**config.mk**
```make
export PLATFORM = sky130hd
export DESIGN_NAME = lin_schedule_ctrl_flat
export DESIGN_NICKNAME = d
export VERILOG_FILES = /design/src/rtl/lin_sched_pkg.sv /design/src/rtl/lin_schedule_ctrl_if.sv /design/src/rtl/lin_tick_timer.sv /design/src/rtl/lin_schedule_ctrl.sv /design/src/flat_wrapper.sv
export SDC_FILE = /design/constraint.sdc
export NUM_CORES = 1
export LEC_CHECK = 0
export CORE_MARGIN = 2
export CORE_UTILIZATION = 55
export DETAILED_ROUTE_END_ITERATION = 10
export GPL_ROUTABILITY_DRIVEN = 0
export PLACE_DENSITY = 0.72
export SLEW_MARGIN = 20
export SYNTH_ARGS = -nofsm -noshare
export SYNTH_HDL_FRONTEND = slang
export SYNTH_SLANG_ARGS = --single-unit
```
**constraint.sdc**
```tcl
create_clock -name clk -period 3.5 [get_ports clk]
set_clock_uncertainty 0.1 [all_clocks]
set_input_delay 0.525 -clock clk [delete_from_list [all_inputs] [get_ports clk]]
set_output_delay 0.525 -clock clk [all_outputs]
set_load 0.01 [all_outputs]
```
**src/rtl/lin_sched_pkg.sv**
```systemverilog
// Shared types and defaults for the LIN schedule controller: FSM state encoding,
// default tick counts and the schedule-slot wrap helper.
package lin_sched_pkg;

    typedef enum logic [3:0] {
        ST_INIT,
        ST_IDLE,
        ST_SLOT_REQ,
        ST_SLOT_WAIT,
        ST_SLOT_GAP,
        ST_SLEEP_REQ,
        ST_SLEEP_WAIT,
        ST_SLEEP,
        ST_WAKEUP
    } state_t;

    localparam int unsigned DEF_INIT_TICKS  = 16;
    localparam int unsigned DEF_SLOT_TICKS  = 100;
    localparam int unsigned DEF_WAKE_TICKS  = 20;
    localparam int unsigned DEF_INACT_TICKS = 4000;
    localparam int unsigned DEF_CNT_W       = 16;

    // Next schedule slot; wraps to 0 after the last latched slot (n >= 1)
    function automatic logic [7:0] next_slot(input logic [7:0] idx, input logic [7:0] n);
        return (idx == n - 8'd1) ? 8'd0 : idx + 8'd1;
    endfunction

endpackage

```
**src/rtl/lin_schedule_ctrl_if.sv**
```systemverilog
// Register-file / frame-engine side signals of the LIN schedule controller.
// master drives commands and strobes; slave is the controller itself.
interface lin_schedule_ctrl_if;

    logic       bit_tick;
    logic       en_schedule;
    logic [7:0] nb_of_frames;
    logic       en_diagnostic;
    logic       sleep_cmd;
    logic       wakeup_cmd;
    logic       bus_activity;
    logic       frame_done;

    logic       frame_req;
    logic [7:0] frame_idx;
    logic       diag_frame;
    logic       send_sleep;
    logic       send_wakeup;
    logic       slot_timeout;
    logic       INIT_FINISH;
    logic       bus_inactive;
    logic       end_diagnostic;

    modport master (
        output bit_tick, en_schedule, nb_of_frames, en_diagnostic,
               sleep_cmd, wakeup_cmd, bus_activity, frame_done,
        input  frame_req, frame_idx, diag_frame, send_sleep, send_wakeup,
               slot_timeout, INIT_FINISH, bus_inactive, end_diagnostic
    );

    modport slave (
        input  bit_tick, en_schedule, nb_of_frames, en_diagnostic,
               sleep_cmd, wakeup_cmd, bus_activity, frame_done,
        output frame_req, frame_idx, diag_frame, send_sleep, send_wakeup,
               slot_timeout, INIT_FINISH, bus_inactive, end_diagnostic
    );

endinterface

```
**src/rtl/lin_tick_timer.sv**
```systemverilog
// bit_tick counter with synchronous clear. o_hit: count equals limit now;
// o_last: this edge's tick brings the count to limit.
module lin_tick_timer #(
    parameter int unsigned CNT_W    = 16,
    parameter bit          SATURATE = 1'b0
) (
    input  logic             clk,
    input  logic             reset,
    input  logic             i_clr,
    input  logic             i_en,
    input  logic             i_tick,
    input  logic [CNT_W-1:0] i_limit,
    output logic             o_hit,
    output logic             o_last
);

    logic [CNT_W-1:0] r_cnt;
    logic             w_at_limit;

    assign w_at_limit = (r_cnt == i_limit);

    always_ff @(posedge clk or negedge reset) begin
        if (!reset) begin
            r_cnt <= '0;
        end else if (i_clr) begin
            r_cnt <= '0;
        end else if (i_en && i_tick && !(SATURATE && w_at_limit)) begin
            r_cnt <= r_cnt + 1'b1;
        end
    end

    assign o_hit  = w_at_limit;
    assign o_last = i_en && i_tick && (r_cnt == i_limit - 1'b1);

endmodule

```
**src/rtl/lin_schedule_ctrl.sv**
```systemverilog
// LIN schedule controller: turns register-file control bits into bit_tick-timed
// frame requests, sleep/wakeup strobes and INIT/inactivity/diagnostic status levels.
module lin_schedule_ctrl
    import lin_sched_pkg::*;
#(
    parameter int unsigned INIT_TICKS  = DEF_INIT_TICKS,
    parameter int unsigned SLOT_TICKS  = DEF_SLOT_TICKS,
    parameter int unsigned WAKE_TICKS  = DEF_WAKE_TICKS,
    parameter int unsigned INACT_TICKS = DEF_INACT_TICKS,
    parameter int unsigned CNT_W       = DEF_CNT_W
) (
    input  logic               clk,
    input  logic               reset,
    lin_schedule_ctrl_if.slave bus
);

    state_t           r_state;
    logic [7:0]       r_idx;
    logic [7:0]       r_n_lat;
    logic             r_pass_diag;
    logic             r_frame_req;
    logic [7:0]       r_frame_idx;
    logic             r_diag_frame;
    logic             r_send_sleep;
    logic             r_send_wakeup;
    logic             r_slot_timeout;
    logic             r_init_finish;
    logic             r_end_diag;
    logic             r_bus_inactive;

    logic [CNT_W-1:0] w_tmr_limit;
    logic             w_tmr_en;
    logic             w_tmr_clr;
    logic             w_tmr_hit;
    logic             w_tmr_last;
    logic             w_slot_end;
    logic             w_boundary;
    logic [7:0]       w_idx_next;
    logic             w_wrap;
    logic             w_inact_clr;
    logic             w_inact_hit;
    logic             w_inact_last;

    // One timer serves INIT, slot and WAKEUP timing; only one is ever active
    always_comb begin
        w_tmr_limit = CNT_W'(SLOT_TICKS);
        if (r_state == ST_INIT) begin
            w_tmr_limit = CNT_W'(INIT_TICKS);
        end else if (r_state == ST_WAKEUP) begin
            w_tmr_limit = CNT_W'(WAKE_TICKS);
        end
    end

    assign w_slot_end = w_tmr_last || w_tmr_hit;
    assign w_boundary = ((r_state == ST_SLOT_WAIT) || (r_state == ST_SLOT_GAP)) && w_slot_end;
    assign w_tmr_en   = (r_state != ST_IDLE) && (r_state != ST_SLEEP);
    // Clearing on the boundary edge keeps the slot period anchored to frame_req
    assign w_tmr_clr  = !w_tmr_en || w_boundary;
    assign w_idx_next = next_slot(r_idx, r_n_lat);
    assign w_wrap     = (w_idx_next == 8'd0);

    lin_tick_timer #(.CNT_W(CNT_W), .SATURATE(1'b0)) u_seq_tmr (
        .clk     (clk),
        .reset   (reset),
        .i_clr   (w_tmr_clr),
        .i_en    (w_tmr_en),
        .i_tick  (bus.bit_tick),
        .i_limit (w_tmr_limit),
        .o_hit   (w_tmr_hit),
        .o_last  (w_tmr_last)
    );

    assign w_inact_clr = bus.bus_activity || (r_state == ST_INIT);

    lin_tick_timer #(.CNT_W(CNT_W), .SATURATE(1'b1)) u_inact_tmr (
        .clk     (clk),
        .reset   (reset),
        .i_clr   (w_inact_clr),
        .i_en    (1'b1),
        .i_tick  (bus.bit_tick),
        .i_limit (CNT_W'(INACT_TICKS)),
        .o_hit   (w_inact_hit),
        .o_last  (w_inact_last)
    );

    always_ff @(posedge clk or negedge reset) begin
        if (!reset) begin
            r_bus_inactive <= 1'b0;
        end else begin
            r_bus_inactive <= !w_inact_clr && (w_inact_hit || w_inact_last);
        end
    end

    always_ff @(posedge clk or negedge reset) begin
        if (!reset) begin
            r_state        <= ST_INIT;
            r_idx          <= 8'd0;
            r_n_lat        <= 8'd0;
            r_pass_diag    <= 1'b0;
            r_frame_req    <= 1'b0;
            r_frame_idx    <= 8'd0;
            r_diag_frame   <= 1'b0;
            r_send_sleep   <= 1'b0;
            r_send_wakeup  <= 1'b0;
            r_slot_timeout <= 1'b0;
            r_init_finish  <= 1'b0;
            r_end_diag     <= 1'b0;
        end else begin
            r_frame_req    <= 1'b0;
            r_send_sleep   <= 1'b0;
            r_send_wakeup  <= 1'b0;
            r_slot_timeout <= 1'b0;
            if (!bus.en_diagnostic) begin
                r_end_diag <= 1'b0;
            end

            case (r_state)
                ST_INIT: begin
                    if (w_tmr_last) begin
                        r_init_finish <= 1'b1;
                        r_state       <= ST_IDLE;
                    end
                end
                ST_IDLE: begin
                    if (bus.sleep_cmd) begin
                        r_send_sleep <= 1'b1;
                        r_state      <= ST_SLEEP_REQ;
                    end else if (bus.en_schedule && (bus.nb_of_frames != 8'd0)) begin
                        r_idx        <= 8'd0;
                        r_n_lat      <= bus.nb_of_frames;
                        r_frame_req  <= 1'b1;
                        r_frame_idx  <= 8'd0;
                        r_diag_frame <= bus.en_diagnostic;
                        r_pass_diag  <= bus.en_diagnostic;
                        r_state      <= ST_SLOT_REQ;
                    end
                end
                ST_SLOT_REQ: begin
                    r_state <= ST_SLOT_WAIT;
                end
                ST_SLOT_WAIT, ST_SLOT_GAP: begin
                    if (w_boundary) begin
                        if ((r_state == ST_SLOT_WAIT) && !bus.frame_done) begin
                            r_slot_timeout <= 1'b1;
                        end
                        r_idx <= w_idx_next;
                        if (w_wrap) begin
                            r_n_lat <= bus.nb_of_frames;
                            if (r_pass_diag && bus.en_diagnostic) begin
                                r_end_diag <= 1'b1;
                            end
                        end
                        if (bus.sleep_cmd) begin
                            r_send_sleep <= 1'b1;
                            r_state      <= ST_SLEEP_REQ;
                        end else if (!bus.en_schedule || (w_wrap && (bus.nb_of_frames == 8'd0))) begin
                            r_state <= ST_IDLE;
                        end else begin
                            r_frame_req  <= 1'b1;
                            r_frame_idx  <= w_idx_next;
                            r_diag_frame <= bus.en_diagnostic;
                            r_pass_diag  <= w_wrap ? bus.en_diagnostic
                                                   : (r_pass_diag && bus.en_diagnostic);
                            r_state      <= ST_SLOT_REQ;
                        end
                    end else if ((r_state == ST_SLOT_WAIT) && bus.frame_done) begin
                        r_state <= ST_SLOT_GAP;
                    end
                end
                ST_SLEEP_REQ: begin
                    r_state <= ST_SLEEP_WAIT;
                end
                ST_SLEEP_WAIT: begin
                    if (bus.frame_done || w_slot_end) begin
                        r_state <= ST_SLEEP;
                    end
                end
                ST_SLEEP: begin
                    // Local wakeup request takes precedence over a coincident remote one
                    if (bus.wakeup_cmd) begin
                        r_send_wakeup <= 1'b1;
                        r_state       <= ST_WAKEUP;
                    end else if (bus.bus_activity) begin
                        r_state <= ST_IDLE;
                    end
                end
                ST_WAKEUP: begin
                    if (w_tmr_last) begin
                        r_state <= ST_IDLE;
                    end
                end
                default: begin
                    r_state <= ST_IDLE;
                end
            endcase
        end
    end

    assign bus.frame_req      = r_frame_req;
    assign bus.frame_idx      = r_frame_idx;
    assign bus.diag_frame     = r_diag_frame;
    assign bus.send_sleep     = r_send_sleep;
    assign bus.send_wakeup    = r_send_wakeup;
    assign bus.slot_timeout   = r_slot_timeout;
    assign bus.INIT_FINISH    = r_init_finish;
    assign bus.bus_inactive   = r_bus_inactive;
    assign bus.end_diagnostic = r_end_diag;

endmodule
```
**src/flat_wrapper.sv**
```systemverilog
// flat-port wrapper written by rule: the top's interface ports become plain ports
module lin_schedule_ctrl_flat import lin_sched_pkg::*;
#(
    parameter int unsigned INIT_TICKS  = DEF_INIT_TICKS,
    parameter int unsigned SLOT_TICKS  = DEF_SLOT_TICKS,
    parameter int unsigned WAKE_TICKS  = DEF_WAKE_TICKS,
    parameter int unsigned INACT_TICKS = DEF_INACT_TICKS,
    parameter int unsigned CNT_W       = DEF_CNT_W
)
  (clk, reset, bus_bit_tick, bus_en_schedule, bus_nb_of_frames, bus_en_diagnostic, bus_sleep_cmd, bus_wakeup_cmd, bus_bus_activity, bus_frame_done, bus_frame_req, bus_frame_idx, bus_diag_frame, bus_send_sleep, bus_send_wakeup, bus_slot_timeout, bus_INIT_FINISH, bus_bus_inactive, bus_end_diagnostic);
  lin_schedule_ctrl_if bus_i ();
  input  logic clk;
  input  logic reset;
  input wire logic [$bits(bus_i.bit_tick)-1:0] bus_bit_tick;
  input wire logic [$bits(bus_i.en_schedule)-1:0] bus_en_schedule;
  input wire logic [$bits(bus_i.nb_of_frames)-1:0] bus_nb_of_frames;
  input wire logic [$bits(bus_i.en_diagnostic)-1:0] bus_en_diagnostic;
  input wire logic [$bits(bus_i.sleep_cmd)-1:0] bus_sleep_cmd;
  input wire logic [$bits(bus_i.wakeup_cmd)-1:0] bus_wakeup_cmd;
  input wire logic [$bits(bus_i.bus_activity)-1:0] bus_bus_activity;
  input wire logic [$bits(bus_i.frame_done)-1:0] bus_frame_done;
  output wire logic [$bits(bus_i.frame_req)-1:0] bus_frame_req;
  output wire logic [$bits(bus_i.frame_idx)-1:0] bus_frame_idx;
  output wire logic [$bits(bus_i.diag_frame)-1:0] bus_diag_frame;
  output wire logic [$bits(bus_i.send_sleep)-1:0] bus_send_sleep;
  output wire logic [$bits(bus_i.send_wakeup)-1:0] bus_send_wakeup;
  output wire logic [$bits(bus_i.slot_timeout)-1:0] bus_slot_timeout;
  output wire logic [$bits(bus_i.INIT_FINISH)-1:0] bus_INIT_FINISH;
  output wire logic [$bits(bus_i.bus_inactive)-1:0] bus_bus_inactive;
  output wire logic [$bits(bus_i.end_diagnostic)-1:0] bus_end_diagnostic;
  assign bus_i.bit_tick = bus_bit_tick;
  assign bus_i.en_schedule = bus_en_schedule;
  assign bus_i.nb_of_frames = bus_nb_of_frames;
  assign bus_i.en_diagnostic = bus_en_diagnostic;
  assign bus_i.sleep_cmd = bus_sleep_cmd;
  assign bus_i.wakeup_cmd = bus_wakeup_cmd;
  assign bus_i.bus_activity = bus_bus_activity;
  assign bus_i.frame_done = bus_frame_done;
  assign bus_frame_req = bus_i.frame_req;
  assign bus_frame_idx = bus_i.frame_idx;
  assign bus_diag_frame = bus_i.diag_frame;
  assign bus_send_sleep = bus_i.send_sleep;
  assign bus_send_wakeup = bus_i.send_wakeup;
  assign bus_slot_timeout = bus_i.slot_timeout;
  assign bus_INIT_FINISH = bus_i.INIT_FINISH;
  assign bus_bus_inactive = bus_i.bus_inactive;
  assign bus_end_diagnostic = bus_i.end_diagnostic;
  lin_schedule_ctrl #(.INIT_TICKS(INIT_TICKS), .SLOT_TICKS(SLOT_TICKS), .WAKE_TICKS(WAKE_TICKS), .INACT_TICKS(INACT_TICKS), .CNT_W(CNT_W)) u_core (.clk(clk), .reset(reset), .bus(bus_i));
endmodule
```
==> results.tsv, run 1 <==
stage	metric	value	unit
worst_setup_path	r2r_slack	390	ps
worst_setup_path	cp-end-kind	register	
power_and_ir_drop	peakVddDrop	0.386	mV
power_and_ir_drop	leakage	1.91	nW
floorplanning	die_y	90.2	microns
cts	clock_latency	340	ps
floorplanning	core_area	7210	sq um
timing	setup_tns	0	ps
grt	grt_pass1_vias	3259	
grt	grt_overflow	0	
placed_design	port_buffers	32	
worst_setup_path	critPathSlowestCell	dfrtp_1	
floorplanning	io_pins	33	
cts	hold_buffers	1	
layout	layout-drive-gt1-share	0.102	
timing	final_max_slew_viol_count	0	
power_and_ir_drop	net-switching-power	1.09	mW
layout	nets	471	
timing	worstMarginPinSlew	752	ps
route	vias_per_cell	5.75	
worst_setup_path	arrival	3230	ps
timing	final-setup-viol-count	0	
synth	yosys.area.top_type	dfrtp_1	
synth	synthFlopType	dfrtp_1	
power_and_ir_drop	switching_share	0.399	
floorplanning	dieArea	8140	sq um
layout	seqCellArea	1730	sq um
timing	period_share	0.889	
worst_setup_path	ff2ff_path_depth	7	
timing	slew_headroom	0.498	
worst_setup_path	start_kind	register	
layout	n_fill_cell	632	
grt	grt_pass1_wl	14900	microns
placed_design	post-place-ws	404	ps
cts	clk_pin_slew	70	ps
synth	synth_top_area_frac	0.422	
route	drt_iter0_drc	163	
layout	n_antenna_cell	0	
synth	synth_area_per_cell	9.76	sq um
route	via_count	3173	
synth	yosys_warnings	0	
floorplanning	start_util	0.567	
cts	clockRootBuffer	clkbuf_8	
layout	final_util	0.641	
cts	numCtsBuffers	9	
synth	synth_fp_nets	442	
synth	ys_async_sr_fraction	1.00	
layout	syn2layout_area_growth	13.1	%
power_and_ir_drop	combPwrFrac	0.377	
route	drc	0	
min_path	min_path_type	register to register	
synth	synth.distinct_cells	74	
power_and_ir_drop	p_seq_frac	0.423	
synth	synth_area_leaders	dfrtp_1, xnor2_1, nor2_1	
synth	synth-seq-cells	69	
route	drt-wirelength-per-cell	15.3	microns
grt	grt_max_degree	29	
worst_setup_path	cp_max_fo	18	
power_and_ir_drop	power.density	589	nW/um^2
timing	max_freq	321	MHz
synth	ys_seq_area_frac	0.422	
power_and_ir_drop	p_clk_frac	0.200	
floorplanning	num_rows	31	
cts	cts_tree	built	
placed_design	dpl.hpwl	6230	microns
worst_setup_path	max_stage_delay	600	ps
min_path	min_from	u_core.bus.INIT_FINISH	
route	drtAntennaViolNets	0	
timing	hold_violations	0	
synth	netlist_area	4090	sq um
min_path	min_to	u_core.bus.INIT_FINISH	
min_path	worstHoldPathCells	1	
cts	cts.htree.levels	3	
grt	grt_antenna_before_repair	0	
route	routed_wl	8460	microns
cts	post-cts-setup-buffers	0	
timing	period_minus_slack	3110	ps
worst_setup_path	r2r-end	u_core.bus.frame_idx[7]	
flow_run	max_cap_viol_count	0	
timing	worst_slack	389	ps
worst_setup_path	critPathRequiredTime	3620	ps
worst_setup_path	critical_path_class	register to register	
timing	rsz0062_at_grt	false	
worst_setup_path	crit_chain	nor3_2, nor3b_1, o2111ai_1, nor4_1, nand4_2, and2_4, mux2_1	
worst_setup_path	r2r-start	u_core.r_state[1]	
route	dr.pass1.iters	4	
floorplanning	die_x	90.2	microns
layout	multi_input_area	2210	sq um
cts	cts_buffer_depth	2	
cts	cts_resized	0	
status	status	completed	
power_and_ir_drop	internal_power	1.64	mW
grt	grt_util_all_layers	0.225	
synth	netlist_instances	419	
synth	synth_edf_count	0	
cts	clock-sinks	69	
-- critical path: cells and delay by family, from the launching register on --
| kind | cells | cell delay, ps |
|---|---|---|
| AO/OA/AOI/OAI | 1 | 370 |
| flip-flops | 1 | 600 |
| multiplexers | 1 | 320 |
| AND/OR/NAND/NOR | 5 | 1590 |
-- worst max-delay path by stage --
stage                           start  slack (ps)                      end  depth (start not counted)
global placement    u_core.r_state[1]         470        u_core.r_n_lat[2]                          7
global route        u_core.r_state[1]         120  u_core.bus.frame_idx[7]                          7
CTS                 u_core.r_state[1]         390  u_core.bus.frame_idx[7]                          7
floorplan           u_core.r_state[2]         880    u_core.bus.diag_frame                          8
detailed placement       bus_bit_tick         400        u_core.r_n_lat[5]                          8
finish              u_core.r_state[1]         390  u_core.bus.frame_idx[7]                          7
-- state kept, by name (all words and copies together), names as in the netlist, 4 cells and up --
signal,flops
u_core.bus.frame_idx,8
u_core.r_idx,8
u_core.r_n_lat,8
u_core.r_state,4
u_core.u_inact_tmr.r_cnt,16
u_core.u_seq_tmr.r_cnt,16
-- power by group through the flow --
stage / sequential [mW] / combinational [mW] / clock (mW)
after floorplan: 1.05 / 0.882 / 0
after global placement: 1.16 / 0.996 / 0
after detailed placement: 1.16 / 1.03 / 0
after CTS: 1.15 / 1.03 / 0.559
after global routing: 1.18 / 1.15 / 0.598
final: 1.15 / 1.03 / 0.543
-- synthesized netlist by cell type (3+ instances only) --
library cell and number:
inv_1 12, clkbuf_1 12, o31ai_2 5, or4_1 3, nand2_1 23, nor2_1 57, o21ai_1 4, o21ai_0 9
buf_6 3, dfrtp_1 69, xnor2_1 27, mux2_4 3, xor2_1 22, or3_1 3, nor3b_1 4, mux2_1 9
o21a_1 3, nor4_1 6, and3_1 8, a21oi_1 7, nor2b_1 7, nor3_1 10, buf_2 3, or2_1 3
nand4_1 12, mux2_2 3, nand3_1 21, o31ai_1 3, a211oi_1 6, ha_1 6
-- placed cells by master, fill, tap and decap left out, types with 3 or more instances in the layout --
cell type | netlist | final
dfrtp_1 | 69 | 69
mux2_2 | 3 | 3
a21oi_1 | 7 | 7
clkbuf_8 | 0 | 9
nand2_1 | 23 | 23
xor2_1 | 22 | 22
or3_1 | 3 | 3
o31ai_1 | 3 | 3
nor3_1 | 10 | 10
or4_1 | 3 | 3
or2_1 | 3 | 3
ha_1 | 6 | 6
nand4_1 | 12 | 12
mux2_4 | 3 | 3
nor2b_1 | 7 | 7
nor4_1 | 6 | 6
buf_4 | 1 | 5
a211oi_1 | 6 | 6
clkbuf_1 | 12 | 5
nor3b_1 | 4 | 4
inv_1 | 12 | 12
o21ai_0 | 9 | 9
mux2_1 | 9 | 9
xnor2_1 | 27 | 27
nor2_1 | 57 | 57
clkdlybuf4s50_1 | 0 | 31
o21ai_1 | 4 | 4
o21a_1 | 3 | 3
o31ai_2 | 5 | 5
and3_1 | 8 | 8
nand3_1 | 21 | 21
-- kinds of logic after synthesis --
family,count (synthesis),share of synthesized area
simple gates,183,0.252
flops,69,0.422
compound gates,61,0.115
xor+xnor,49,0.105
buf+inv,34,0.0385
mux,16,0.0465
fa+ha+maj,7,0.0208
-- metrics by stage --
| stage | instances | hold WS [ps] | power [mW] | area, sq um |
|---|---|---|---|---|
| 2_1_floorplan | 419 | 129 | 1.93 | 4090 |
| 3_3_place_gp | 535 | 343 | 2.15 | 4460 |
| 3_5_place_dp | 535 | 357 | 2.19 | 4460 |
| 4_1_cts | 552 | 372 | 2.74 | 4620 |
| 5_1_grt | 552 | 393 | 2.92 | 4620 |
| 6_report | 552 | 364 | 2.72 | 4620 |
-- area by class of cell --
| class | count | area share |
|---|---|---|
| Clock buffer | 14 | 0.0308 |
| Clock inverter | 2 | 0.00216 |
| Inverter | 14 | 0.0114 |
| Multi-Input combinational cell | 316 | 0.477 |
| Sequential cell | 69 | 0.373 |
| Tap cell | 99 | 0.0268 |
| Timing Repair Buffer | 38 | 0.0785 |
-- metal layers --
layer	up-vias	wire length, microns	track usage
li1	1555	-	-
met1	1550	3670	0.270
met2	52	4330	0.400
met3	16	292	0.0495
met4	0	158	0.0769
met5	-	0	0
No activity file was read; power rests on OpenSTA's default activity.
==> run 2: changes to the inputs <==
--- a/config.mk
+++ b/config.mk
@@ -10,6 +10,7 @@
 export DETAILED_ROUTE_END_ITERATION = 10
 export GPL_ROUTABILITY_DRIVEN = 0
 export PLACE_DENSITY = 0.72
+export REMOVE_ABC_BUFFERS = 1
 export SLEW_MARGIN = 20
 export SYNTH_ARGS = -nofsm -noshare
 export SYNTH_HDL_FRONTEND = slang
==> results.tsv, run 2 (synthesized netlist as in run 1, its figures left out) <==
stage	metric	value	unit	change
status	status	completed		unchanged
flow_run	max_cap_viol_count	0		unchanged
route	drt-wirelength-per-cell	15.3	microns	about the same
layout	final_util	0.648		was 0.641
cts	cts_buffer_depth	2		unchanged
grt	grt_max_degree	29		unchanged
layout	n_antenna_cell	0		unchanged
layout	syn2layout_area_growth	14.3	%	was 13.1%
route	drt_iter0_drc	161		was 163
cts	clock_latency	340	ps	about the same
timing	final_max_slew_viol_count	0		unchanged
grt	grt_pass1_wl	14500	microns	was 14900 microns
worst_setup_path	critPathRequiredTime	3630	ps	was 3620 ps
route	dr.pass1.iters	4		unchanged
power_and_ir_drop	power.density	619	nW/um^2	was 589 nW/um^2
floorplanning	num_rows	31		unchanged
floorplanning	die_x	90.2	microns	unchanged
cts	post-cts-setup-buffers	0		unchanged
grt	grt_pass1_vias	3085		was 3259
cts	clockRootBuffer	clkbuf_8		unchanged
route	routed_wl	8410	microns	was 8460 microns
timing	hold_violations	0		unchanged
min_path	min_path_type	input pin to asynchronous set/reset pin		was register to register
route	via_count	3141		was 3173
timing	final-setup-viol-count	0		unchanged
route	drtAntennaViolNets	0		unchanged
floorplanning	io_pins	33		unchanged
grt	grt_overflow	0		unchanged
cts	hold_buffers	0		was 1
grt	grt_util_all_layers	0.219		was 0.225
cts	cts_tree	built		unchanged
layout	layout_commonest_cell	dfrtp_1		unchanged
layout	n_fill_cell	603		was 632
worst_setup_path	startpoint	u_core.r_state[1]		unchanged
worst_setup_path	arrival	3320	ps	was 3230 ps
timing	setup_tns	0	ps	unchanged
layout	multi_input_area	2210	sq um	unchanged
cts	numCtsBuffers	9		unchanged
route	drc	0		unchanged
timing	worstMarginPinSlew	762	ps	was 752 ps
cts	clk_pin_slew	70	ps	about the same
layout	top_regs	u_core.u_inact_tmr.r_cnt: 16 flops, u_core.u_seq_tmr.r_cnt: 16 flops		unchanged
floorplanning	die_y	90.2	microns	unchanged
cts	cts.htree.levels	3		unchanged
worst_setup_path	cp-end-kind	register		unchanged
layout	final_cell_area	4680	sq um	was 4620 sq um
layout	nets	470		was 471
timing	rsz0062_at_grt	false		unchanged
timing	period_share	0.912		was 0.889
worst_setup_path	critical_path_class	register to register		unchanged
power_and_ir_drop	peakVddDrop	0.421	mV	was 0.386 mV
floorplanning	dieArea	8140	sq um	unchanged
cts	cts_resized	0		unchanged
floorplanning	start_util	0.567		unchanged
placed_design	port_buffers	32		unchanged
layout	seqCellArea	1730	sq um	unchanged
worst_setup_path	r2r-start	u_core.r_state[1]		unchanged
worst_setup_path	start_kind	register		unchanged
timing	period_minus_slack	3190	ps	was 3110 ps
route	vias_per_cell	5.71		was 5.75
placed_design	placed_area	4460	sq um	unchanged
timing	max_freq	313	MHz	was 321 MHz
layout	layout_common_cells	dfrtp_1, nor2_1, clkdlybuf4s50_1, xnor2_1, nand2_1		unchanged
cts	clock-sinks	69		unchanged
layout	layout-drive-gt1-share	0.109		was 0.102
grt	grt_antenna_before_repair	0		unchanged
timing	slew_headroom	0.492		was 0.498
placed_design	dpl.hpwl	6110	microns	was 6230 microns
power_and_ir_drop	leakage	1.93	nW	was 1.91 nW
worst_setup_path	cp_max_fo	18		unchanged
floorplanning	core_area	7210	sq um	unchanged
-- run 2: changes by cell type in the layout (fill, tap and decap cells not counted) --
cell,delta
dlygate4sd3_1,-1
clkbuf_8,+1
clkbuf_1,-4
clkinvlp_4,+1
bufinv_16,+2
clkinv_2,-1
-- run 2: layer usage --
metal,GRT usage,part of all wire,wire [microns]
met1,0.272,0.45,3820
met2,0.371,0.50,4180
met3,0.0578,0.034,283
met4,0.0718,0.015,124
met5,0,0,0
-- run 2: layout make-up --
cell class / instances / share of cell area
Sequential cell: 69 / 0.369
Tap cell: 99 / 0.0265
Multi-Input combinational cell: 316 / 0.472
Clock inverter: 4 / 0.0155
Inverter: 14 / 0.0112
Clock buffer: 11 / 0.0302
Timing Repair Buffer: 37 / 0.0755
-- run 2: metrics by stage --
step | total power, mW | std cells | hold WS (ps) | setup slack, ps
6_report | 2.89 | 550 | 2.72 | 308
2_1_floorplan | 1.87 | 399 | 129 | 752
3_3_place_gp | 2.17 | 535 | 371 | 347
4_1_cts | 2.91 | 550 | 5.99 | 324
3_5_place_dp | 2.20 | 535 | 376 | 322
5_1_grt | 3.10 | 550 | 23.1 | 122
-- run 2: power breakdown --
group	internal, mW	total (mW)	switching, mW	leakage (nW)
Clock	0.416	0.706	0.290	0.105
Sequential	0.924	1.16	0.232	0.932
Combinational	0.460	1.03	0.571	0.892
Total	1.80	2.89	1.09	1.93
-- run 2: worst paths after layout --
path | to | cells past startpoint | slack (ps)
worst max-delay path | u_core.bus.frame_idx[7] | 7 | 310
min in group clk | u_core.r_pass_diag | 1 | 400
max in group asynchronous | u_core.u_seq_tmr.r_cnt[9] | 2 | 2590
worst min register to register | u_core.r_pass_diag | 1 | 400
worst max register to register | u_core.bus.frame_idx[7] | 7 | 310
worst min-delay path | u_core.u_seq_tmr.r_cnt[11] | 1 | 3
-- run 2: critical path, stage by stage (launching register included) --
cell,delay (ps)
dfrtp_1,610
nor3_2,350
nor3b_1,220
o2111ai_1,370
nor4_1,480
nand4_2,290
and2_4,320
mux2_1,320
==> run 3: changes to the inputs <==
--- a/config.mk
+++ b/config.mk
@@ -7,6 +7,7 @@
 export LEC_CHECK = 0
 export CORE_MARGIN = 2
 export CORE_UTILIZATION = 55
+export CTS_BUF_LIST = sky130_fd_sc_hd__clkbuf_4
 export DETAILED_ROUTE_END_ITERATION = 10
 export GPL_ROUTABILITY_DRIVEN = 0
 export PLACE_DENSITY = 0.72
==> constraint.sdc (replaced) <==
create_clock -name clk -period 4.1 [get_ports clk]
set_clock_uncertainty 0.1 [all_clocks]
set_input_delay 0.615 -clock clk [delete_from_list [all_inputs] [get_ports clk]]
set_output_delay 0.615 -clock clk [all_outputs]
set_load 0.01 [all_outputs]
==> results.tsv, run 3 (synthesized netlist as in run 1, its figures left out) <==
stage	metric	value	unit	change
status	status	completed		unchanged
floorplanning	dieArea	8140	sq um	unchanged
worst_setup_path	critPathSlowestCell	a41o_1		was dfrtp_1
timing	period_share	0.759		was 0.912
timing	rsz0062_at_grt	false		unchanged
worst_setup_path	r2r-end	u_core.r_n_lat[3]		was u_core.bus.frame_idx[7]
power_and_ir_drop	switching_share	0.403		was 0.378
timing	period_minus_slack	3110	ps	was 3190 ps
cts	clock_latency	410	ps	was 340 ps
layout	fin_cells	547		was 550
cts	clockRootBuffer	clkbuf_4		was clkbuf_8
worst_setup_path	critical_path_class	register to register		unchanged
worst_setup_path	crit_chain	nor3_1, o211ai_1, a211oi_1, a41o_1, nor2b_1, or2_1, mux2_1		was nor3_2, nor3b_1, o2111ai_1, nor4_1, nand4_2, and2_4, mux2_1
power_and_ir_drop	power.density	496	nW/um^2	was 619 nW/um^2
worst_setup_path	r2r_slack	990	ps	was 310 ps
worst_setup_path	arrival	3300	ps	was 3320 ps
placed_design	post-place-ws	909	ps	was 322 ps
placed_design	dp.cells	532		was 535
power_and_ir_drop	net-switching-power	913	uW	was 1.09 mW
layout	nets	467		was 470
timing	max_freq	321	MHz	was 313 MHz
worst_setup_path	ff2ff_path_depth	7		unchanged
grt	grt_pass1_wl	14000	microns	was 14500 microns
layout	layout_commonest_cell	dfrtp_1		unchanged
route	via_count	3109		was 3141
route	drc	0		unchanged
placed_design	placed_area	4440	sq um	was 4460 sq um
power_and_ir_drop	internal_power	1.35	mW	was 1.80 mW
grt	grt_overflow	0		unchanged
route	drt-wirelength-per-cell	14.9	microns	was 15.3 microns
power_and_ir_drop	leakage	1.87	nW	was 1.93 nW
worst_setup_path	r2r-start	u_core.r_n_lat[0]		was u_core.r_state[1]
route	vias_per_cell	5.68		was 5.71
route	dr.pass1.iters	4		unchanged
cts	numCtsBuffers	9		unchanged
cts	cts_buffer_depth	2		unchanged
timing	whs	113	ps	was 2.72 ps
timing	final-setup-viol-count	0		unchanged
route	drt_iter0_drc	154		was 161
cts	cts_tree	built		unchanged
cts	hold_buffers	0		unchanged
worst_setup_path	cp-end-kind	register		unchanged
power_and_ir_drop	finalPower	2.26	mW	was 2.89 mW
layout	layout-drive-gt1-share	0.100		was 0.109
floorplanning	die_x	90.2	microns	unchanged
worst_setup_path	cp_max_fo	14		was 18
timing	final_max_slew_viol_count	0		unchanged
placed_design	dpl.hpwl	6040	microns	was 6110 microns
cts	clk_pin_slew	110	ps	was 70 ps
cts	cts.htree.levels	3		unchanged
flow_run	max_cap_viol_count	0		unchanged
grt	grt_pass1_vias	2977		was 3085
worst_setup_path	max_stage_delay	600	ps	was 610 ps
floorplanning	num_rows	31		unchanged
layout	seqCellArea	1730	sq um	unchanged
layout	layout_common_cells	dfrtp_1, nor2_1, clkdlybuf4s50_1, xnor2_1, nand2_1		unchanged
worst_setup_path	critPathRequiredTime	4290	ps	was 3630 ps
power_and_ir_drop	combPwrFrac	0.380		was 0.356
cts	clock-sinks	69		unchanged
power_and_ir_drop	p_seq_frac	0.435		was 0.400
grt	grt_max_degree	42		was 29
timing	slew_headroom	0.479		was 0.492
grt	grt_util_all_layers	0.212		was 0.219
floorplanning	core_area	7210	sq um	unchanged
layout	top_regs	u_core.u_inact_tmr.r_cnt: 16 flops, u_core.u_seq_tmr.r_cnt: 16 flops		unchanged
timing	hold_violations	0		unchanged
min_path	min_path_type	input pin to asynchronous set/reset pin		unchanged
layout	final_cell_area	4570	sq um	was 4680 sq um
timing	worstMarginPinSlew	780	ps	was 762 ps
cts	post-cts-setup-buffers	0		unchanged
worst_setup_path	start_kind	register		unchanged
cts	cts_resized	0		unchanged
timing	worst_slack	989	ps	was 308 ps
grt	grt_antenna_before_repair	0		unchanged
layout	final_util	0.633		was 0.648
floorplanning	io_pins	33		unchanged
layout	syn2layout_area_growth	11.7	%	was 14.3%
layout	n_antenna_cell	0		unchanged
timing	setup_tns	0	ps	unchanged
power_and_ir_drop	peakVddDrop	0.274	mV	was 0.421 mV
power_and_ir_drop	p_clk_frac	0.185		was 0.244
layout	n_fill_cell	630		was 603
placed_design	port_buffers	32		unchanged
route	routed_wl	8160	microns	was 8410 microns
layout	multi_input_area	2210	sq um	unchanged
route	drtAntennaViolNets	0		unchanged
floorplanning	die_y	90.2	microns	unchanged
floorplanning	start_util	0.567		unchanged
run 3: changes by cell type in the layout (fill, tap and decap cells not counted), sizes merged:
cell	before	now
bufinv	2	1
clkbuf	11	10
clkinvlp	1	2
clkinv	1	2
buf	6	3
run 3: worst max-delay path, delay by kind of cell, from the launching register on:
| kind | cells | cell delay, ps |
|---|---|---|
| mux | 1 | 360 |
| flops | 1 | 430 |
| compound gates | 3 | 1100 |
| simple gates | 3 | 1020 |
run 3: power groups by stage:
stage	logic (mW)	registers [mW]	clock network [mW]
2_1_floorplan	0.636	0.957	0
3_3_place_gp	0.837	0.991	0
3_5_place_dp	0.862	0.996	0
4_1_cts	0.867	0.982	0.433
5_1_grt	0.958	1.00	0.467
6_report	0.861	0.985	0.419
run 3: worst max-delay path by stage:
stage | from | end | depth (start not counted)
floorplan | u_core.r_state[0] | u_core.bus.frame_idx[7] | 7
global placement | bus_en_schedule | u_core.r_state[0] | 7
detailed placement | bus_en_schedule | u_core.r_state[0] | 7
CTS | u_core.r_n_lat[0] | u_core.r_n_lat[3] | 7
global route | u_core.r_state[1] | u_core.bus.frame_idx[7] | 7
finish | u_core.r_n_lat[0] | u_core.r_n_lat[3] | 7
run 3: layer usage:
layer / GRT usage / share of wire
met3: 0.0570 / 0.032
met2: 0.373 / 0.51
met4: 0.0564 / 0.013
met1: 0.257 / 0.45
met5: 0 / 0
run 3: area by class of cell:
cell class	count	area share
multi-input cells	316	0.483
clock buffers	10	0.0164
inverters	14	0.0115
flip-flops and latches	69	0.378
well taps	99	0.0271
clock inverters	5	0.0115
repair buffers	34	0.0723
